## src/rtl/fetch_unit.sv

```systemverilog
// Instruction fetch unit for the 16-bit WISC core. It owns the PC, fetches words over
// a req/ack handshake, presents them to decode via valid/ready and applies redirects.
module fetch_unit #(
    parameter int              PC_W     = 16,
    parameter logic [PC_W-1:0] RESET_PC = 16'h0000
) (
    input  logic            clk,
    input  logic            rst_n,
    output logic            imem_req,
    output logic [PC_W-1:0] imem_addr,
    input  logic            imem_ack,
    input  logic [PC_W-1:0] imem_rdata,
    output logic [PC_W-1:0] instr,
    output logic [3:0]      opcode,
    output logic [PC_W-1:0] instr_pc,
    output logic [PC_W-1:0] instr_pc1,
    output logic            instr_valid,
    input  logic            instr_ready,
    input  logic            redirect_valid,
    input  logic [PC_W-1:0] redirect_pc,
    output logic            halted,
    output logic [15:0]     fetch_cnt
);

    typedef enum logic [1:0] {
        IDLE   = 2'd0,
        REQ    = 2'd1,
        HOLD   = 2'd2,
        HALTED = 2'd3
    } state_t;

    localparam logic [3:0] OP_HLT = 4'hF;

    state_t          state;
    state_t          nextState;
    logic [PC_W-1:0] pc;
    logic            pendV;
    logic [PC_W-1:0] pendPc;
    logic [PC_W-1:0] instrReg;
    logic [PC_W-1:0] instrPcReg;
    logic [15:0]     fetchCnt;
    logic            holdAccept;
    logic            isHlt;

    assign holdAccept = (state == HOLD) && instr_ready;
    assign isHlt      = (instrReg[PC_W-1 -: 4] == OP_HLT);

    // State register.
    always_ff @(posedge clk) begin
        if (!rst_n) begin
            state <= IDLE;
        end else begin
            state <= nextState;
        end
    end

    // Next-state logic; a redirect always wins over halt and normal advance.
    always_comb begin
        nextState = state;
        case (state)
            IDLE: nextState = REQ;
            REQ: begin
                if (imem_ack && !pendV && !redirect_valid) begin
                    nextState = HOLD;
                end else begin
                    nextState = REQ;
                end
            end
            HOLD: begin
                if (redirect_valid) begin
                    nextState = REQ;
                end else if (holdAccept) begin
                    nextState = isHlt ? HALTED : REQ;
                end else begin
                    nextState = HOLD;
                end
            end
            HALTED:  nextState = HALTED;
            default: nextState = IDLE;
        endcase
    end

    // Output decode from registered state only.
    always_comb begin
        imem_req    = 1'b0;
        instr_valid = 1'b0;
        halted      = 1'b0;
        case (state)
            REQ:     imem_req    = 1'b1;
            HOLD:    instr_valid = 1'b1;
            HALTED:  halted      = 1'b1;
            default: begin
                imem_req    = 1'b0;
                instr_valid = 1'b0;
                halted      = 1'b0;
            end
        endcase
    end

    // PC, pending redirect, presented instruction and accept counter.
    always_ff @(posedge clk) begin
        if (!rst_n) begin
            pc         <= RESET_PC;
            pendV      <= 1'b0;
            pendPc     <= {PC_W{1'b0}};
            instrReg   <= {PC_W{1'b0}};
            instrPcReg <= {PC_W{1'b0}};
            fetchCnt   <= 16'h0000;
        end else begin
            case (state)
                IDLE: begin
                    pendV <= 1'b0;
                    if (redirect_valid) begin
                        pc <= redirect_pc;
                    end else begin
                        pc <= pc;
                    end
                end
                REQ: begin
                    // The address may only move once the outstanding request completes.
                    if (imem_ack) begin
                        if (pendV || redirect_valid) begin
                            pc    <= redirect_valid ? redirect_pc : pendPc;
                            pendV <= 1'b0;
                        end else begin
                            instrReg   <= imem_rdata;
                            instrPcReg <= pc;
                        end
                    end else if (redirect_valid) begin
                        pendV  <= 1'b1;
                        pendPc <= redirect_pc;
                    end else begin
                        pendV <= pendV;
                    end
                end
                HOLD: begin
                    if (redirect_valid) begin
                        pc <= redirect_pc;
                    end else if (holdAccept) begin
                        fetchCnt <= fetchCnt + 16'd1;
                        if (!isHlt) begin
                            pc <= pc + {{(PC_W-1){1'b0}}, 1'b1};
                        end else begin
                            pc <= pc;
                        end
                    end else begin
                        pc <= pc;
                    end
                end
                default: begin
                    pc <= pc;
                end
            endcase
        end
    end

    assign imem_addr = pc;
    assign instr     = instrReg;
    assign opcode    = instrReg[PC_W-1 -: 4];
    assign instr_pc  = instrPcReg;
    assign instr_pc1 = instrPcReg + {{(PC_W-1){1'b0}}, 1'b1};
    assign fetch_cnt = fetchCnt;

endmodule

```

## config.mk

```make
export PLATFORM = sky130hd
export DESIGN_NAME = fetch_unit
export DESIGN_NICKNAME = d
export VERILOG_FILES = /design/src/rtl/fetch_unit.sv
export SDC_FILE = /design/constraint.sdc
export NUM_CORES = 1
export LEC_CHECK = 0
export CORE_MARGIN = 4
export CORE_UTILIZATION = 51
export CTS_CLUSTER_SIZE = 24
export DETAILED_ROUTE_END_ITERATION = 8
export PLACE_DENSITY = 0.89
export SETUP_SLACK_MARGIN = 0.5
export SYNTH_ARGS = -nofsm -noshare
export SYNTH_HDL_FRONTEND = slang
export SYNTH_SLANG_ARGS = --single-unit
export TNS_END_PERCENT = 10
```

## constraint.sdc

```tcl
create_clock -name clk -period 5.2 [get_ports clk]
set_input_delay 0.78 -clock clk [delete_from_list [all_inputs] [get_ports clk]]
set_output_delay 0.78 -clock clk [all_outputs]
set_load 0.01 [all_outputs]
```

# [Word level (Yosys, flattened, before mapping)]
# Cells that the tools add are included.
[classes] bitwise=3 n_mux=20 n_reduce_logical=14 add_sub_neg=3 eq_ne=11
[op_table] op="16-bit 2-to-1 mux" n=7
[op_table] op="16-bit by 1-bit adder with 16-bit output, second input constant" n=3
[op_table] op="16-bit one-hot mux with 3 select lines" n=1
[op_table] op="3-bit inequality test, second input constant" n=4
[op_table] op="3-bit AND reduction" n=3
[op_table] op="2-bit 2-to-1 mux" n=4
[op_table] op="2-bit one-hot mux with 4 select lines" n=1
[op_table] op="1-bit 2-to-1 mux" n=6
[op_table] op="2-bit inequality test, second input constant" n=3
[op_table] op="6-bit AND reduction" n=1
[op_table] op="2-bit equality test, second input constant" n=2
[op_table] op="4-bit equality test, second input constant" n=1
[op_table] op="1-bit logical AND" n=3
[op_table] op="1-bit NOT" n=3
[op_table] op="3-bit nonzero test" n=1
[op_table] op="2-bit by 1-bit equality test with 1-bit output, second input constant" n=1
[op_table] op="1-bit zero test" n=2
[op_table] op="2-bit zero test" n=1
[op_table] op="1-bit one-hot mux with 2 select lines" n=1
[op_table] op="2-bit AND reduction" n=1
[op_table] op="2-bit nonzero test" n=1
[op_table] op="1-bit logical OR" n=1
[word_totals] out_inout_bits=87 register_bits=83 word_cells=58

# [Longest topological paths before layout]
# Gate-level depths: netlist of the first run.
[logic_depth] depth_word=5 depth_mapped=10 ltp_nobuf=7

# [Worst setup path after synthesis of the first run]
# Ideal clock, no wire load.
[synth_path] kind="reg2out" start="register instrPcReg[2], in the netlist instr_pc[2]" end="output instr_pc1[15]" setup_slack_ns=2.946 arrival_time_ns=1.474 required_ns=4.420 path_stages_with_launch=6 cell_sequence="dfxtp_1 and4_1 nand3_1 nor3_1 nand3_1 xnor2_1"
[synth_between] elab_chain_cells=1
[synth_rtl] element="start: declaration" line="40" text="logic [PC_W-1:0] instrPcReg;"
[synth_rtl] element="start signal: assignment" line="107" text="instrPcReg <= {PC_W{1'b0}};"
[synth_rtl] element="start signal: assignment" line="127" text="instrPcReg <= pc;"
[synth_rtl] element="16-bit by 1-bit adder with 16-bit output" line="161" text="assign instr_pc1 = instrPcReg + {{(PC_W-1){1'b0}}, 1'b1};"
[synth_rtl] element="end: declaration" line="16" text="output logic [PC_W-1:0] instr_pc1,"
# No other way between the ends.

# [Worst setup path after layout of the first run]
[layout_path] start="register instrPcReg[3], in the netlist instr_pc[3]" end="output instr_pc1[15]"
# Same word-level chain as after synthesis.

==> key figures, run 1 <==
Global route
  – Met3 GRT Util: 0.0400
  – First-pass GRT wire length: 18600 µm
  – GR Util met2: 0.403
  – GRT Total Usage: 0.234
  – Largest net degree at the start of global routing: 73
  – Vias in the first global route: 3884
  – Top Usage Layer GRT: met2
  – Met1 Use GR: 0.288
  – Global route overflow: 0
  – Initial antenna violation count: 0

Timing
  – Worst Skew: 0.0125 ns
  – Final Hold Fails: 0
  – Slew @ Worst Pin: 1.23 ns
  – Final hold slack: 0.461 ns
  – Crit share post-route: 0.619
  – Setup TNS: 0 ns
  – Final Setup Violations: 0
  – Slew Viols, Final: 0
  – Minimum clock period: 3.22 ns
  – Slew Limit Headroom: 0.181
  – Max frequency: 0.311 GHz
  – Setup ws final: 1.98 ns
  – RSZ-0062 raised after global routing: no

Layout
  – Sequential cell area: 1660 µm²
  – Multi-input logic area: 2260 µm²
  – Layout cells sized above 1: 0.0343
  – Fillers: 607
  – Area grow syn2layout: 36.2%
  – Final net count: 682
  – Final design area excluding fillers: 5600 µm²
  – Antenna cell count: 0

Synth
  – Synthesized-area fraction occupied by adder cells: 0.0274
  – Synth Flop Type: dfxtp_1
  – Yosys reg bits: 83
  – Distinct cells, synth: 53
  – Mux cell area share after synthesis: 0.00487
  – Synth top area share: 0.404
  – Simple-Gate Fraction of Synth Area: 0.275
  – Cell taking the most area after synthesis: dfxtp_1
  – Synth Instances: 535
  – Synth area leaders: dfxtp_1 (40%), nand2_1 (12%), a21oi_1 (6.9%)
  – Asr flop ratio synth: 0
  – Largest family of logic cells by synthesized area: simple AND/OR/NAND/NOR gates
  – Commonest cells in the netlist: nand2_1 (130), dfxtp_1 (83), a21oi_1 (57), nor2_1 (35), nand3_1 (34)
  – EDFF count, synth: 0
  – Most numerous cell in the Yosys netlist: nand2_1
  – Post-synthesis sequential area ratio: 0.404
  – Xor/xnor cell area share of the yosys netlist: 0.0766
  – Mapped Area: 4110 µm²
  – Syn nets: 581
  – Complex-gate fraction of the synthesized area: 0.166
  – Ys Warns: 0
  – Mapped Avg Cell Area: 7.69 µm²

Clock network
  – Hold-fix buffers at CTS: 0
  – Clock transition at path regs: 0.09 ns
  – CTS Buffer Depth: 2
  – Num CTS Buffers: 9
  – CTS tree: built
  – Htree depth: 3
  – Clock net sink count: 83
  – Cts repair resizes: 0
  – CTS root buffer: clkbuf_8
  – Post-CTS setup buffer count: 0
  – Worst skew pair latency: 0.36 ns

Floorplan
  – Die Y: 97.8 µm
  – Placeable Area: 7770 µm²
  – Die Area: 9570 µm²
  – Placement row count: 32
  – # IOs: 124
  – Initial core utilization: 0.530
  – Die width: 97.8 µm

Route
  – Final WL: 11600 µm
  – Drt first pass iters: 5
  – Antenna viol nets, final: 0
  – Via count: 4205
  – DR iter-0 viols: 363
  – DRC violations left: 0
  – WL/cell: 15.7 µm
  – Avg Vias per Cell: 5.66

Placement
  – Placed inst area: 5330 µm²
  – GPL Wtd Cong: 0.966
  – Post-DP HPWL: 8340 µm
  – Pre-CTS setup slack: 1.74 ns
  – IO buf count: 123

Worst setup path
  – CP Class: reg2out
  – Most used cell, CP: nand3_1
  – End of the critical path: instr_pc1[15]
  – WP data required: 4.42 ns
  – Critical Path Max Stage Delay: 0.57 ns
  – Worst Setup SP: instr_pc[3]
  – Worst R2R End: instr_pc[10]
  – Critical path's top delay family: simple AND/OR/NAND/NOR gates
  – Total stage count of the critical path: 6
  – CP startpoint kind: flip-flop
  – CP max-delay cell: clkdlybuf4s50_1
  – Worst setup EP type: primary output
  – R2R Setup Slk: 2.36 ns
  – Crit Reg-Reg Startpoint: state[1]
  – Crit-path max FO: 6
  – Cells along the critical path: and4_1, nand3_1, nor3_1, nand3_1, xnor2_1, clkdlybuf4s50_1
  – Buf+Inv Stages, Crit Path: 1
  – Crit path DAT: 2.44 ns
  – R2R depth: 6

Run
  – Max-Cap Viols: 0

Power
  – Pwr dens: 274 nW/µm²
  – VDD IR max: 165 µV
  – Leakage power: 0.00197 µW
  – Design Power: 1540 µW

Hold path
  – Hold depth: 2
  – HP Class: reg2reg

Outcome
  – Run status: completed
## where the power goes
group / switching (µW) / internal, µW / total, µW
Sequential: 35.7 / 660 / 696
Combinational: 117 / 108 / 225
Clock: 245 / 372 / 617
## placed cells by master, fill, tap and decap left out, types with 10 or more instances in the layout
master,netlist,layout
nor2_1,35,35
xor2_1,21,21
xnor2_1,15,15
dfxtp_1,83,83
a21oi_1,57,57
clkdlybuf4s50_1,0,123
nand2_1,130,130
o21ai_0,12,12
nand4_1,10,10
nand3_1,34,34
## cells by family after synthesis
family	count (synthesis)
flip-flops	83
AND/OR/NAND/NOR	249
adder cells (fa/ha/maj)	9
AO/OA/AOI/OAI	112
buffers and inverters	44
XOR/XNOR	36
multiplexers	2
## flip-flops by register name (all words and copies together), names as in the netlist
name and count:
fetch_cnt 16, imem_addr 16, instr 16, instr_pc 16, pendPc 16, pendV 1, state 2
## through the flow
step,std cells,utilization
after floorplan,535,-
after global placement,727,0.686
after detailed placement,727,0.686
after CTS,743,0.721
after global routing,743,0.721
final,743,0.721
## worst min-delay path, stage by stage (launching register included)
cell	delay (ns)
dfxtp_1	0.32
nand2_1	0.05
a21oi_1	0.05
## how the worst min path moves through the flow
stage / startpoint / to / slack, ns
after detailed placement: instr[0] / instr[0] / 0.45
after floorplan: pendPc[0] / pendPc[0] / 0.43
final: instr[0] / instr[0] / 0.46
after global placement: pendPc[1] / pendPc[1] / 0.44
after CTS: instr[0] / instr[0] / 0.46
after global routing: instr[6] / instr[6] / 0.48
## metal layers
metal,vias to the layer above,part of all wire
met5,-,0
met4,0,0.029
met3,25,0.080
met2,198,0.49
met1,1945,0.40
li1,2037,-
## layout make-up
| cell class | count | share of cell area |
|---|---|---|
| Clock buffer | 9 | 0.0221 |
| Sequential cell | 83 | 0.297 |
| Inverter | 9 | 0.00603 |
| Clock inverter | 7 | 0.0266 |
| Tap cell | 102 | 0.0228 |
| Timing Repair Buffer | 125 | 0.222 |
| Multi-Input combinational cell | 408 | 0.403 |
No activity file was read; power rests on OpenSTA's default activity.
==> run 2, diff against run 1 <==
Settings changed: CORE_UTILIZATION 51 to 43, PLACE_DENSITY 0.89 to 0.8.
Clock period 5.2 ns to 2.8 ns, I/O delays scaled along.
==> run 2 against run 1 <==
Net effect: global-route usage down 2.5 points; hold slack worse by 0.0066 ns; routed wire length up 3.5%; die area up 17%; power up 75%; sequential share of layout area down 0.60 points; register-to-register slack worse by 2.0 ns; clock power up 57%; clock skew down 0.0029 ns; design area up 3.4%; critical endpoint is now imem_addr[15]; flip-flop and latch count unchanged; via count down 0.76%.
==> key figures, run 2 (synthesized netlist as in run 1, its figures left out) <==
Outcome
  – Run status: completed

Layout
  – Commonest non-fill, non-tap cell in the layout: nand2_1
  – Sequential cell area: 1680 µm² (+1.4%)
  – Layout cells sized above 1: 0.0835 (+0.0491)
  – Multi-input logic area: 2300 µm² (+1.7%)
  – Area grow syn2layout: 40.8%
  – Fillers: 810 (+33%)
  – Most frequent cells in the layout: nand2_1 (130), clkdlybuf4s50_1 (118), dfxtp_1 (75)
  – Antenna cell count: 0 (unchanged)
  – Fin util: 0.624 (-0.0970)
  – Final net count: 700 (+2.6%)

Global route
  – Initial antenna violation count: 0 (unchanged)
  – First-pass GRT wire length: 19200 µm (+3.2%)
  – Largest net degree at the start of global routing: 73 (unchanged)
  – Global route overflow: 0 (unchanged)
  – GRT Total Usage: 0.209 (-0.0251)
  – Vias in the first global route: 3788 (-2.5%)

Worst setup path
  – Worst R2R End: imem_addr[15]
  – CP Class: reg2reg
  – Crit-path max FO: 11 (+5)
  – R2R depth: 8 (+2)
  – Crit Reg-Reg Startpoint: state[1]
  – R2R Setup Slk: 0.37 ns (-1.99 ns)
  – CP startpoint kind: flip-flop
  – Worst setup EP type: flip-flop
  – Crit path DAT: 2.73 ns (+0.29 ns)
  – WP data required: 3.10 ns (-1.32 ns)

Placement
  – Post-DP HPWL: 8750 µm (+4.8%)
  – GPL Wtd Cong: 0.901 (-6.8%)
  – IO buf count: 123 (unchanged)

Timing
  – Slew Viols, Final: 0 (unchanged)
  – Minimum clock period: 2.43 ns
  – Max frequency: 0.411 GHz
  – Final Setup Violations: 0 (unchanged)
  – RSZ-0062 raised after global routing: yes
  – Slew Limit Headroom: 0.506 (+0.326)
  – Crit share post-route: 0.869
  – Final Hold Fails: 0 (unchanged)
  – Slew @ Worst Pin: 0.740 ns (-0.488 ns)
  – Final hold slack: 0.455 ns (-0.00657 ns)
  – Setup TNS: 0 ns (unchanged)
  – Worst Skew: 0.00958 ns (-0.00290 ns)

Clock network
  – Clock net sink count: 83 (unchanged)
  – Num CTS Buffers: 9 (unchanged)
  – Worst skew pair latency: 0.36 ns (about the same)
  – Clock transition at path regs: 0.09 ns (about the same)
  – Htree depth: 3 (unchanged)
  – CTS tree: built
  – CTS root buffer: clkbuf_8
  – CTS Buffer Depth: 2 (unchanged)

Floorplan
  – # IOs: 124 (unchanged)
  – Initial core utilization: 0.443 (-0.0865)
  – Placement row count: 35 (+9.4%)
  – Placeable Area: 9280 µm² (+20%)
  – Die Y: 106 µm (+8.2%)
  – Die width: 106 µm (+8.2%)
  – Die Area: 11200 µm² (+17%)

Route
  – Final WL: 12000 µm (+3.5%)
  – Antenna viol nets, final: 0 (unchanged)
  – Drt first pass iters: 5 (unchanged)
  – Avg Vias per Cell: 5.30 (-6.4%)
  – Via count: 4173 (-0.76%)
  – DRC violations left: 0 (unchanged)
  – WL/cell: 15.3 µm (-2.4%)
  – DR iter-0 viols: 318 (-12%)

Hold path
  – Hold depth: 2 (unchanged)
  – Hold_sp: pendPc[0]
  – Worst hold endpoint: pendPc[0]
  – HP Class: reg2reg

Run
  – Max-Cap Viols: 0 (unchanged)

Power
  – Sequential share of power: 0.479 (+0.027)
  – Share of total power in the clock network: 0.360 (-0.041)
  – P_int: 1940 µW (+70%)
  – Leakage power: 0.00210 µW (+6.9%)
  – Switching Fraction: 0.278 (+0.0198)
  – P_sw: 749 µW (+89%)
  – Combinational share of power: 0.161 (+0.015)
  – Pwr dens: 465 nW/µm² (+69%)
  – VDD IR max: 252 µV (+53%)
-- run 2: cell count changes in the layout (fill, tap and decap cells not counted), sizes merged --
| cell | change |
|---|---|
| buf | +19 |
| bufinv | -2 |
| clkdlybuf4s50 | -5 |
| clkinvlp | +1 |
| dlygate4sd2 | +1 |
| dlymetal6s2s | +3 |
| inv | +1 |
-- run 2: layout make-up --
class,instances,share of cell area
repair buffers,143,0.241
well taps,129,0.0279
clock inverters,7,0.0171
inverters,9,0.00583
multi-input cells,408,0.396
clock buffers,9,0.0214
flip-flops and latches,83,0.291
-- run 2: how the worst max path moves through the flow --
stage	from	end	slack, ns	depth (start not counted)
after floorplan	state[1]	imem_addr[15]	0.58	9
after global placement	imem_ack	imem_addr[15]	0.33	6
after detailed placement	imem_ack	imem_addr[15]	0.28	6
after CTS	instr_pc[2]	instr_pc1[11]	0.24	6
after global routing	state[1]	imem_addr[15]	0.29	8
final	state[1]	imem_addr[15]	0.37	8
-- run 2: routing by layer --
layer  global-route usage  part of all wire  up-vias
li1                     -                 -     2086
met3               0.0361             0.068       19
met2                0.348              0.49      158
met4               0.0759             0.019        0
met5                    0                 0        -
met1                0.272              0.43     1910
-- run 2: critical path, stage by stage (launching register included) --
cell      delay, ns
dfxtp_1        0.36
inv_1          0.09
ha_1           0.31
nor2b_4        0.19
or2_0          0.30
nor4_1         0.50
buf_4          0.22
nor4bb_1       0.27
a211o_1        0.14
-- run 2: per-stage QoR --
stage | cells | worst slack [ns] | instance area [µm²] | total power (µW)
global route | 788 | 0.294 | 5790 | 2810
CTS | 781 | 0.241 | 5700 | 2710
detailed placement | 764 | 0.283 | 5450 | 1750
global placement | 764 | 0.331 | 5450 | 1740
floorplan | 535 | 0.581 | 4110 | 1530
finish | 788 | 0.367 | 5790 | 2690
-- run 2: power by group through the flow --
stage	clock network, µW	registers [µW]	logic [µW]
floorplan	0	1310	212
global route	1050	1300	470
finish	970	1290	434
detailed placement	0	1320	427
CTS	990	1290	429
global placement	0	1320	419
-- run 2: what timing repair did --
item	CTS	global route
hold buffers	0	0
setup endpoints to repair	12	43
gates resized for setup	12	17
setup buffers	1	7
pin swaps	1	3
==> run 3, diff against run 2 <==
Settings changed: CTS_CLUSTER_SIZE 24 to not set, REMOVE_ABC_BUFFERS set to 1, SLEW_MARGIN set to 20.
==> run 3 against run 2 <==
Net effect: clock skew shrank 0.0017 ns; clock-buffer cell count rose by 1; routed wire length rose by 1.5%; sequential share of layout area about the same; die area did not move; critical path depth is 3 lower; largest cell class unchanged; core utilization shrank 0.55 points; global-route usage increased by 0.81 points; clock power up 7%; flip-flop and latch count did not move; power is 2.9% higher.
==> key figures, run 3 (synthesized netlist as in run 1, its figures left out) <==
Global route
  – Largest net degree at the start of global routing: 73 (unchanged)
  – Initial antenna violation count: 0 (unchanged)
  – GRT Total Usage: 0.217 (+0.00807)
  – Global route overflow: 0 (unchanged)
  – First-pass GRT wire length: 20100 µm (+4.3%)
  – Vias in the first global route: 4001 (+5.6%)

Clock network
  – CTS root buffer: clkbuf_8
  – Num CTS Buffers: 9 (unchanged)
  – Htree depth: 3 (unchanged)
  – CTS tree: built
  – Clock transition at path regs: 0.08 ns (about the same)
  – Worst skew pair latency: 0.34 ns (-0.02 ns)
  – CTS Buffer Depth: 2 (unchanged)
  – Clock net sink count: 83 (unchanged)

Worst setup path
  – CP startpoint kind: flip-flop
  – WP data required: 2.38 ns (-0.72 ns)
  – Crit-path max FO: 6 (-5)
  – Cells along the critical path: and4_2, and3_1, nand4_1, xnor2_1, clkdlybuf4s50_1
  – Buf+Inv Stages, Crit Path: 1 (-1)
  – CP max-delay cell: clkdlybuf4s50_1
  – Worst setup EP type: primary output
  – Crit path DAT: 1.99 ns (-0.74 ns)
  – Critical path's top delay family: simple AND/OR/NAND/NOR gates
  – R2R Setup Slk: 0.51 ns (+0.14 ns)
  – CP Class: reg2out
  – Critical Path Max Stage Delay: 0.55 ns (+0.05 ns)

Layout
  – Commonest non-fill, non-tap cell in the layout: nand2_1
  – Antenna cell count: 0 (unchanged)
  – Fillers: 812 (+0.25%)
  – Most frequent cells in the layout: nand2_1 (130), clkdlybuf4s50_1 (118), dfxtp_1 (77)
  – Fin util: 0.619 (-0.00553)
  – Area grow syn2layout: 39.6%
  – Final net count: 695 (-0.71%)
  – Layout cells sized above 1: 0.0673 (-0.0162)

Power
  – Sequential share of power: 0.465 (-0.014)
  – P_int: 2040 µW (+4.8%)
  – Share of total power in the clock network: 0.374 (+0.014)
  – Leakage power: 0.00208 µW (-1.3%)
  – P_sw: 734 µW (-2.0%)
  – VDD IR max: 274 µV (+8.7%)
  – Pwr dens: 482 nW/µm² (+3.8%)
  – Switching Fraction: 0.265 (-0.0133)
  – Combinational share of power: 0.160 (about the same)

Placement
  – Post-DP HPWL: 8950 µm (+2.4%)
  – GPL Wtd Cong: 0.938 (+4.1%)
  – IO buf count: 123 (unchanged)
  – Pre-CTS setup slack: 0.275 ns (-0.00755 ns)

Floorplan
  – Die Area: 11200 µm² (unchanged)
  – Initial core utilization: 0.443 (unchanged)
  – # IOs: 124 (unchanged)
  – Placeable Area: 9280 µm² (unchanged)
  – Die Y: 106 µm (unchanged)
  – Placement row count: 35 (unchanged)
  – Die width: 106 µm (unchanged)

Timing
  – Crit share post-route: 0.862 (-0.00733)
  – Final Hold Fails: 0 (unchanged)
  – Slew @ Worst Pin: 0.736 ns (-0.00476 ns)
  – Final hold slack: 0.457 ns (+0.00292 ns)
  – Max frequency: 0.414 GHz (+0.85%)
  – Slew Limit Headroom: 0.510 (+0.00318)
  – Worst Skew: 0.00786 ns (-0.00172 ns)
  – Setup TNS: 0 ns (unchanged)
  – RSZ-0062 raised after global routing: yes
  – Final Setup Violations: 0 (unchanged)
  – Minimum clock period: 2.41 ns (-0.0205 ns)
  – Setup ws final: 0.387 ns (+0.0205 ns)
  – Slew Viols, Final: 0 (unchanged)

Route
  – Avg Vias per Cell: 5.39 (+1.7%)
  – Antenna viol nets, final: 0 (unchanged)
  – Final WL: 12200 µm (+1.5%)
  – DRC violations left: 0 (unchanged)
  – Via count: 4218 (+1.1%)
  – WL/cell: 15.6 µm (+2.1%)
  – Drt first pass iters: 6 (+1)
  – DR iter-0 viols: 266 (-16%)

Outcome
  – Run status: completed

Run
  – Max-Cap Viols: 0 (unchanged)

Hold path
  – HP Class: reg2reg
run 3: worst paths after layout:
check | start | end | cells past startpoint
setup reg to reg | state[1] | imem_addr[15] | 7
hold reg to reg | instr[5] | instr[5] | 2
setup / recovery | instr_pc[3] | instr_pc1[9] | 5
hold / removal | instr[5] | instr[5] | 2
run 3: metrics by stage:
step,cells,power [µW],area [µm²]
2_1_floorplan,500,1500,3960
3_3_place_gp,766,1750,5470
3_5_place_dp,766,1760,5470
4_1_cts,783,2790,5730
5_1_grt,783,2890,5740
6_report,783,2770,5740
run 3: what timing repair did:
action	CTS	global route
hold buffers	0	0
pin swaps	1	0
setup endpoints to repair	12	16
resized for setup	15	3
setup buffers	1	0
run 3: tightest hold or removal path, stage by stage, from the launching register on:
cell and delay (ns):
dfxtp_1 0.31, nand2_1 0.05, a21oi_1 0.05
run 3: layout make-up:
| type | count | area [µm²] | share of cell area |
|---|---|---|---|
| well taps | 129 | 161 | 0.0281 |
| flip-flops and latches | 83 | 1670 | 0.291 |
| multi-input cells | 408 | 2280 | 0.397 |
| repair buffers | 138 | 1350 | 0.236 |
| clock inverters | 6 | 113 | 0.0196 |
| clock buffers | 10 | 128 | 0.0222 |
| inverters | 9 | 33.8 | 0.00588 |
run 3: power by group through the flow:
| stage | Combinational [µW] | Sequential [µW] | Clock, µW |
|---|---|---|---|
| final | 444 | 1290 | 1040 |
| after global routing | 479 | 1300 | 1110 |
| after CTS | 443 | 1290 | 1050 |
| after detailed placement | 440 | 1320 | 0 |
| after global placement | 432 | 1310 | 0 |
| after floorplan | 183 | 1320 | 0 |
run 3: layer usage:
| layer | part of all wire | wire length [µm] | global-route usage | vias to the layer above |
|---|---|---|---|---|
| met5 | 0 | 0 | 0 | - |
| met4 | 0.015 | 188 | 0.0777 | 0 |
| met3 | 0.070 | 850 | 0.0343 | 12 |
| met2 | 0.48 | 5860 | 0.361 | 163 |
| met1 | 0.44 | 5320 | 0.285 | 1976 |
| li1 | - | - | - | 2067 |
